## src/rtl/jtdd_pkg.sv

```systemverilog
// Shared definitions for the Double Dragon sound command path.
// Holds the transmitter FSM encoding and the default handshake timing.
package jtdd_pkg;

    typedef enum logic [1:0] {
        ST_IDLE  = 2'd0,
        ST_SETUP = 2'd1,
        ST_IRQ   = 2'd2,
        ST_GAP   = 2'd3
    } snd_st_t;

    // Latch setup cycles before IRQ and IRQ-low spacing between commands
    localparam int SETUP_DEF = 2;
    localparam int GAP_DEF   = 4;

    // Width of the counter shared by SETUP and GAP
    localparam int CNT_W = 4;

endpackage

```

## src/rtl/jtdd_sndcmd_if.sv

```systemverilog
// Command path between main-CPU decode and the sound-side latch/IRQ pins.
// Master drives the strobes; slave is the transmitter that owns latch, IRQ and flags.
interface jtdd_sndcmd_if;
    logic       cmd_wr;
    logic [7:0] cmd_din;
    logic       flush;
    logic       clr_flags;
    logic       snd_ack;
    logic [7:0] snd_latch;
    logic       snd_irq;
    logic       busy;
    logic       full;
    logic       ovf;
    logic       lost;

    modport master (
        output cmd_wr, cmd_din, flush, clr_flags, snd_ack,
        input  snd_latch, snd_irq, busy, full, ovf, lost
    );

    modport slave (
        input  cmd_wr, cmd_din, flush, clr_flags, snd_ack,
        output snd_latch, snd_irq, busy, full, ovf, lost
    );
endinterface

```

## src/rtl/jtdd_sndcmd_fifo.sv

```systemverilog
// Byte FIFO, 2^AW entries, pointers one bit wider than the address.
// Latency: push visible next cycle, dout is the head combinationally.
// Backpressure: push while full (without pop) and pop while empty are ignored.
module jtdd_sndcmd_fifo #(
    parameter int AW = 2
) (
    input  logic       clk,
    input  logic       rstn,
    input  logic       push,
    input  logic       pop,
    input  logic       flush,
    input  logic [7:0] din,
    output logic [7:0] dout,
    output logic       full,
    output logic       empty
);
    localparam int DEPTH = 1 << AW;

    logic [7:0]  mem [DEPTH];
    logic [AW:0] wr_ptr;
    logic [AW:0] rd_ptr;
    logic        push_ok;
    logic        pop_ok;

    assign empty   = (wr_ptr == rd_ptr);
    assign full    = (wr_ptr[AW] != rd_ptr[AW]) &&
                     (wr_ptr[AW-1:0] == rd_ptr[AW-1:0]);
    assign pop_ok  = pop & ~empty;
    assign push_ok = push & (~full | pop_ok);
    assign dout    = mem[rd_ptr[AW-1:0]];

    always_ff @(posedge clk) begin
        if (!rstn || flush) begin
            wr_ptr <= '0;
            rd_ptr <= '0;
        end else begin
            if (push_ok) wr_ptr <= wr_ptr + 1'b1;
            if (pop_ok)  rd_ptr <= rd_ptr + 1'b1;
        end
    end

    always_ff @(posedge clk) begin
        if (push_ok && !flush) mem[wr_ptr[AW-1:0]] <= din;
    end

endmodule

```

## src/rtl/jtdd_sndcmd.sv

```systemverilog
// Sound command transmitter: buffers main-CPU bytes and hands them to the sound CPU via latch + IRQ edge.
// Latency: cmd_wr at cycle 0 -> latch at cycle 2 -> IRQ at cycle 2+SETUP; GAP low cycles between commands.
// Backpressure: none upstream; writes into a full FIFO are dropped and flagged on ovf.
module jtdd_sndcmd
    import jtdd_pkg::*;
#(
    parameter int AW    = 2,
    parameter int SETUP = SETUP_DEF,
    parameter int GAP   = GAP_DEF,
    parameter int TOW   = 16
) (
    input  logic          clk,
    input  logic          rstn,
    jtdd_sndcmd_if.slave  bus
);
    localparam logic [CNT_W-1:0] SETUP_LAST = CNT_W'(SETUP - 1);
    localparam logic [CNT_W-1:0] GAP_LAST   = CNT_W'(GAP - 1);
    // IRQ lasts 2^TOW-1 cycles, so the last IRQ cycle sees this count
    localparam logic [TOW-1:0]   TO_LAST    = {TOW{1'b1}} - 1'b1;

    snd_st_t          st;
    snd_st_t          st_nxt;
    logic [CNT_W-1:0] cnt;
    logic [CNT_W-1:0] cnt_nxt;
    logic [TOW-1:0]   tcnt;
    logic [TOW-1:0]   tcnt_nxt;

    logic             fifo_empty;
    logic             fifo_full;
    logic [7:0]       fifo_dout;
    logic             pop;
    logic             push;
    logic             ovf_set;
    logic             lost_set;

    logic [7:0]       snd_latch_r;
    logic             snd_irq_r;
    logic             ovf_r;
    logic             lost_r;

    // A flush owns the cycle: it blocks both the pop and any same-cycle write
    assign pop     = (st == ST_IDLE) & ~fifo_empty & ~bus.flush;
    assign push    = bus.cmd_wr & ~bus.flush & (~fifo_full | pop);
    assign ovf_set = bus.cmd_wr & ~bus.flush & fifo_full & ~pop;

    jtdd_sndcmd_fifo #(
        .AW (AW)
    ) u_fifo (
        .clk   (clk),
        .rstn  (rstn),
        .push  (push),
        .pop   (pop),
        .flush (bus.flush),
        .din   (bus.cmd_din),
        .dout  (fifo_dout),
        .full  (fifo_full),
        .empty (fifo_empty)
    );

    always_comb begin
        st_nxt   = st;
        cnt_nxt  = cnt;
        tcnt_nxt = tcnt;
        lost_set = 1'b0;
        case (st)
            ST_IDLE: begin
                if (pop) begin
                    st_nxt  = ST_SETUP;
                    cnt_nxt = '0;
                end
            end
            ST_SETUP: begin
                if (bus.flush) begin
                    st_nxt  = ST_GAP;
                    cnt_nxt = '0;
                end else if (cnt == SETUP_LAST) begin
                    st_nxt   = ST_IRQ;
                    tcnt_nxt = '0;
                end else begin
                    cnt_nxt = cnt + 1'b1;
                end
            end
            ST_IRQ: begin
                // An ack on the final cycle still counts as delivered
                if (bus.flush || bus.snd_ack) begin
                    st_nxt  = ST_GAP;
                    cnt_nxt = '0;
                end else if (tcnt == TO_LAST) begin
                    st_nxt   = ST_GAP;
                    cnt_nxt  = '0;
                    lost_set = 1'b1;
                end else begin
                    tcnt_nxt = tcnt + 1'b1;
                end
            end
            ST_GAP: begin
                if (cnt == GAP_LAST) begin
                    st_nxt = ST_IDLE;
                end else begin
                    cnt_nxt = cnt + 1'b1;
                end
            end
            default: st_nxt = ST_IDLE;
        endcase
    end

    always_ff @(posedge clk) begin
        if (!rstn) begin
            st          <= ST_IDLE;
            cnt         <= '0;
            tcnt        <= '0;
            snd_latch_r <= 8'h00;
            snd_irq_r   <= 1'b0;
            ovf_r       <= 1'b0;
            lost_r      <= 1'b0;
        end else begin
            st        <= st_nxt;
            cnt       <= cnt_nxt;
            tcnt      <= tcnt_nxt;
            snd_irq_r <= (st_nxt == ST_IRQ);
            if (pop) snd_latch_r <= fifo_dout;
            ovf_r     <= ovf_set  | (ovf_r  & ~bus.clr_flags);
            lost_r    <= lost_set | (lost_r & ~bus.clr_flags);
        end
    end

    assign bus.snd_latch = snd_latch_r;
    assign bus.snd_irq   = snd_irq_r;
    assign bus.busy      = ~fifo_empty | (st != ST_IDLE);
    assign bus.full      = fifo_full;
    assign bus.ovf       = ovf_r;
    assign bus.lost      = lost_r;

endmodule

```

## src/flat_wrapper.sv

```systemverilog
// flat-port wrapper written by rule: the top's interface ports become plain ports
module jtdd_sndcmd_flat import jtdd_pkg::*;
#(
    parameter int AW    = 2,
    parameter int SETUP = SETUP_DEF,
    parameter int GAP   = GAP_DEF,
    parameter int TOW   = 16
)
  (clk, rstn, bus_cmd_wr, bus_cmd_din, bus_flush, bus_clr_flags, bus_snd_ack, bus_snd_latch, bus_snd_irq, bus_busy, bus_full, bus_ovf, bus_lost);
  jtdd_sndcmd_if bus_i ();
  input  logic clk;
  input  logic rstn;
  input wire logic [$bits(bus_i.cmd_wr)-1:0] bus_cmd_wr;
  input wire logic [$bits(bus_i.cmd_din)-1:0] bus_cmd_din;
  input wire logic [$bits(bus_i.flush)-1:0] bus_flush;
  input wire logic [$bits(bus_i.clr_flags)-1:0] bus_clr_flags;
  input wire logic [$bits(bus_i.snd_ack)-1:0] bus_snd_ack;
  output wire logic [$bits(bus_i.snd_latch)-1:0] bus_snd_latch;
  output wire logic [$bits(bus_i.snd_irq)-1:0] bus_snd_irq;
  output wire logic [$bits(bus_i.busy)-1:0] bus_busy;
  output wire logic [$bits(bus_i.full)-1:0] bus_full;
  output wire logic [$bits(bus_i.ovf)-1:0] bus_ovf;
  output wire logic [$bits(bus_i.lost)-1:0] bus_lost;
  assign bus_i.cmd_wr = bus_cmd_wr;
  assign bus_i.cmd_din = bus_cmd_din;
  assign bus_i.flush = bus_flush;
  assign bus_i.clr_flags = bus_clr_flags;
  assign bus_i.snd_ack = bus_snd_ack;
  assign bus_snd_latch = bus_i.snd_latch;
  assign bus_snd_irq = bus_i.snd_irq;
  assign bus_busy = bus_i.busy;
  assign bus_full = bus_i.full;
  assign bus_ovf = bus_i.ovf;
  assign bus_lost = bus_i.lost;
  jtdd_sndcmd #(.AW(AW), .SETUP(SETUP), .GAP(GAP), .TOW(TOW)) u_core (.clk(clk), .rstn(rstn), .bus(bus_i));
endmodule
```

## config.mk

```make
export PLATFORM = sky130hd
export DESIGN_NAME = jtdd_sndcmd_flat
export DESIGN_NICKNAME = d
export VERILOG_FILES = /design/src/rtl/jtdd_pkg.sv /design/src/rtl/jtdd_sndcmd_if.sv /design/src/rtl/jtdd_sndcmd_fifo.sv /design/src/rtl/jtdd_sndcmd.sv /design/src/flat_wrapper.sv
export SDC_FILE = /design/constraint.sdc
export NUM_CORES = 1
export LEC_CHECK = 0
export CELL_PAD_IN_SITES_DETAIL_PLACEMENT = 1
export CELL_PAD_IN_SITES_GLOBAL_PLACEMENT = 2
export CORE_UTILIZATION = 35
export CTS_CLUSTER_SIZE = 14
export DETAILED_ROUTE_END_ITERATION = 10
export PLACE_DENSITY_LB_ADDON = 0.1
export SETUP_SLACK_MARGIN = 0.2
export SKIP_CTS_REPAIR_TIMING = 1
export SLEW_MARGIN = 25
export SYNTH_ARGS = -nofsm -noshare
export SYNTH_HDL_FRONTEND = slang
export SYNTH_HIERARCHICAL = 1
export SYNTH_SLANG_ARGS = --single-unit
export TNS_END_PERCENT = 100
```

## constraint.sdc

```tcl
create_clock -name clk -period 2.2 [get_ports clk]
set_clock_uncertainty 0.1 [all_clocks]
set_input_delay 0.33 -clock clk [delete_from_list [all_inputs] [get_ports clk]]
set_output_delay 0.33 -clock clk [all_outputs]
set_load 0.05 [all_outputs]
```

==> results.yml <==
run_status:
  status: "finished clean"
placed_design:
  dpl_cell_area_um2: 4080
  portBuffers: 26
  place.gp.congestion: 0.814
  place_hpwl_um: 5640
  dp.cells: 471
sta:
  fmax_mhz: 477
  hold_ws_ps: 369
  tightest_slew_ps: 513
  final_hold_viol_count: 0
  setup_viol: 0
  setup_tns_ps: 0
  maxSlewViolCount: 0
  period_share_pct: 95.2
  grt_setup_unrepaired: "yes"
  min_period_ps: 2100
  slew_headroom_pct: 65.8
clock_network:
  cts_buffers: 9
  cts.root.buffer_cell: "clkbuf_8"
  clock-sinks: 73
  clk_path_buf_depth: 2
  clk_latency_ps: 360
  cts_tree: "built"
  cts.reportedPaths.clkPinSlew_ps: 90
  cts.htree.levels: 3
critical_path:
  rrSetupSlack_ps: 160
  startpoint_type: "input pin"
  critical-path-top-delay-family: "simple AND/OR/NAND/NOR gates"
  critPathKind: "in2reg"
  worstPathArrival_ps: 2290
  cp.buffers_inverters: 1
  worst_r2r_startpoint: "u_core/tcnt[6]"
  slowest_delay_ps: 450
  crit_path_end_kind: "flop"
  slowest_stage: "a2111o_1"
  required_ps: 2390
  reg2reg_depth: 5
  crit_fanout: 2
  worstReg2RegEnd: "u_core/tcnt[15]"
  cp_cell_sequence: "clkdlybuf4s50_1, or2_4, a2111o_1, or3_4, or3_4, a21oi_2"
  cpMostUsedCell: "or3_4"
pwr:
  total_power_mw: 2.76
  power_density_nw_per_um2: 616
  vdd_drop_max_uv: 267
  p_leak_nw: 1.57
logic_synthesis:
  avgSynthCellArea_um2: 11.5
  ys.flop_type: "dfxtp_1"
  synth_edf_count: 32
  async_reset_ff_share_pct: 0
  ys_ff_latch: 73
  synth_seq_area_share_pct: 53.1
  synth_cell_types: 57
  synth_cells: 293
  ys_warn_count: 6
  synth_fp_nets: 316
  syn_area_um2: 3360
floorplan:
  rows: 35
  die_area_um2: 9990
  core_um2: 9280
  die_y_um: 100
  io_pins: 27
  die_x_um: 100
  start_util_pct: 36.2
worst_hold_path:
  hold_depth: 2
  hold_path_end: "u_core/bus.snd_latch[6]"
  hold_path.class: "reg2reg"
  min-delay-start: "u_core/bus.snd_latch[6]"
finish:
  antenna_cells: 0
  final_layout_size_suffix_gt1_share_pct: 31.4
  final_cell_area_um2: 4480
  area_delta_synth_final_pct: 33.4
  finalNetCount: 388
  final_cells: 499
  mostFrequentLayoutCells: "43 x buf_4, 38 x nand2_1, 32 x dfxtp_1, 32 x edfxtp_1, 21 x clkdlybuf4s50_1"
  final_common_cell: "buf_4"
grt:
  grt_usage_pct: 16.7
  grt_pass1_wl_um: 12600
  grt_max_degree: 16
  antenna_found_initial: 0
  grt_pass1_vias: 2479
  grt-ovfl-total: 0
routing:
  dr.pass1.iters: 4
  route.detailed.wl_per_inst_um: 15.6
  drc: 0
  route.antenna.remaining_nets: 0
  via_per_inst: 4.91
  dr_total_vias: 2452
  first_iter_violations: 55
  routed_wirelength_um: 7790
job:
  drv_cap: 0
==> synth_stat cells, drive strengths merged, types with 3 or more instances <==
cell type | n | area (um^2)
mux2i | 7 | 70.1
a41oi | 3 | 41.3
dfxtp | 41 | 821
buf | 5 | 30.0
nand4 | 6 | 37.5
o21ai | 8 | 40.0
a21boi | 9 | 67.6
clkbuf | 3 | 11.3
xor2 | 7 | 61.3
inv | 12 | 45.0
nand3 | 9 | 45.0
nand2 | 40 | 150
nand2b | 5 | 31.3
edfxtp | 32 | 961
ha | 9 | 113
or3 | 3 | 23.8
mux4 | 8 | 180
and2 | 7 | 43.8
nor4 | 4 | 25.0
a2111oi | 3 | 26.3
nor2 | 20 | 75.1
xnor2 | 10 | 103
nor2b | 6 | 37.5
a21oi | 6 | 30.0
==> layer usage <==
metal,vias up,GRT usage [%],part of all wire [%]
met5,-,0,0
met4,0,7.13,1.8
met3,11,3.41,2.3
met2,29,27.0,48
met1,1204,21.8,48
li1,1208,-,-
==> cells by family (layout without fill, tap and decap cells) <==
group	after synthesis	after routing	synth area share, %
compound gates	44	44	10.8
simple gates	113	113	17.5
mux	15	15	7.45
fa+ha+maj	9	9	3.35
buf+inv	22	99	2.94
xor+xnor	17	17	4.88
flops	73	73	53.1
==> tightest hold or removal path: stages (launching register included) <==
cell      delay, ps
dfxtp_1         320
nand2_1          50
a21boi_0         60
==> worst max-delay path by stage <==
| stage | start | to | slack (ps) | depth (start not counted) |
|---|---|---|---|---|
| finish | bus_snd_ack | u_core/tcnt[15] | 100 | 6 |
| floorplan | u_core/u_fifo/wr_ptr[0] | u_core/u_fifo/mem[0][0] | 190 | 10 |
| global route | bus_snd_ack | u_core/tcnt[15] | 80 | 6 |
| CTS | u_core/u_fifo/rd_ptr[2] | u_core/u_fifo/mem[0][3] | 40 | 9 |
| detailed placement | bus_flush | u_core/tcnt[15] | -290 | 7 |
| global placement | bus_flush | u_core/tcnt[15] | -270 | 7 |
==> power breakdown <==
group	leakage, nW	switching (mW)	internal, mW
Sequential	0.625	0.0107	1.42
Clock	0.103	0.575	0.548
Combinational	0.842	0.111	0.0963
Total	1.57	0.697	2.06
==> cell type report <==
cell class,count,area (um^2)
fill,1026,4800
sequential,73,1800
multi-input combinational,198,1640
timing repair buffer,70,622
tap,129,161
clock buffer,9,124
clock inverter,7,83.8
inverter,13,48.8
==> sequential cells by signal, summed over array words and instances (netlist names), named ones only <==
register              count
u_core/st                 2
u_core/cnt                4
u_core/bus.snd_latch      8
u_core/bus.snd_irq        1
u_core/tcnt              16
u_core/bus.lost           1
u_core/bus.ovf            1
u_core/u_fifo/rd_ptr      3
u_core/u_fifo/wr_ptr      3
u_core/u_fifo/mem        32
==> metrics by stage <==
step / setup slack (ps) / utilization (%)
floorplan: 190 / -
global placement: -273 / 43.9
CTS: 44.4 / 46.2
finish: 105 / 48.3
global route: 79.3 / 48.3
detailed placement: -291 / 43.9
Power figures use the tool's default switching activity.
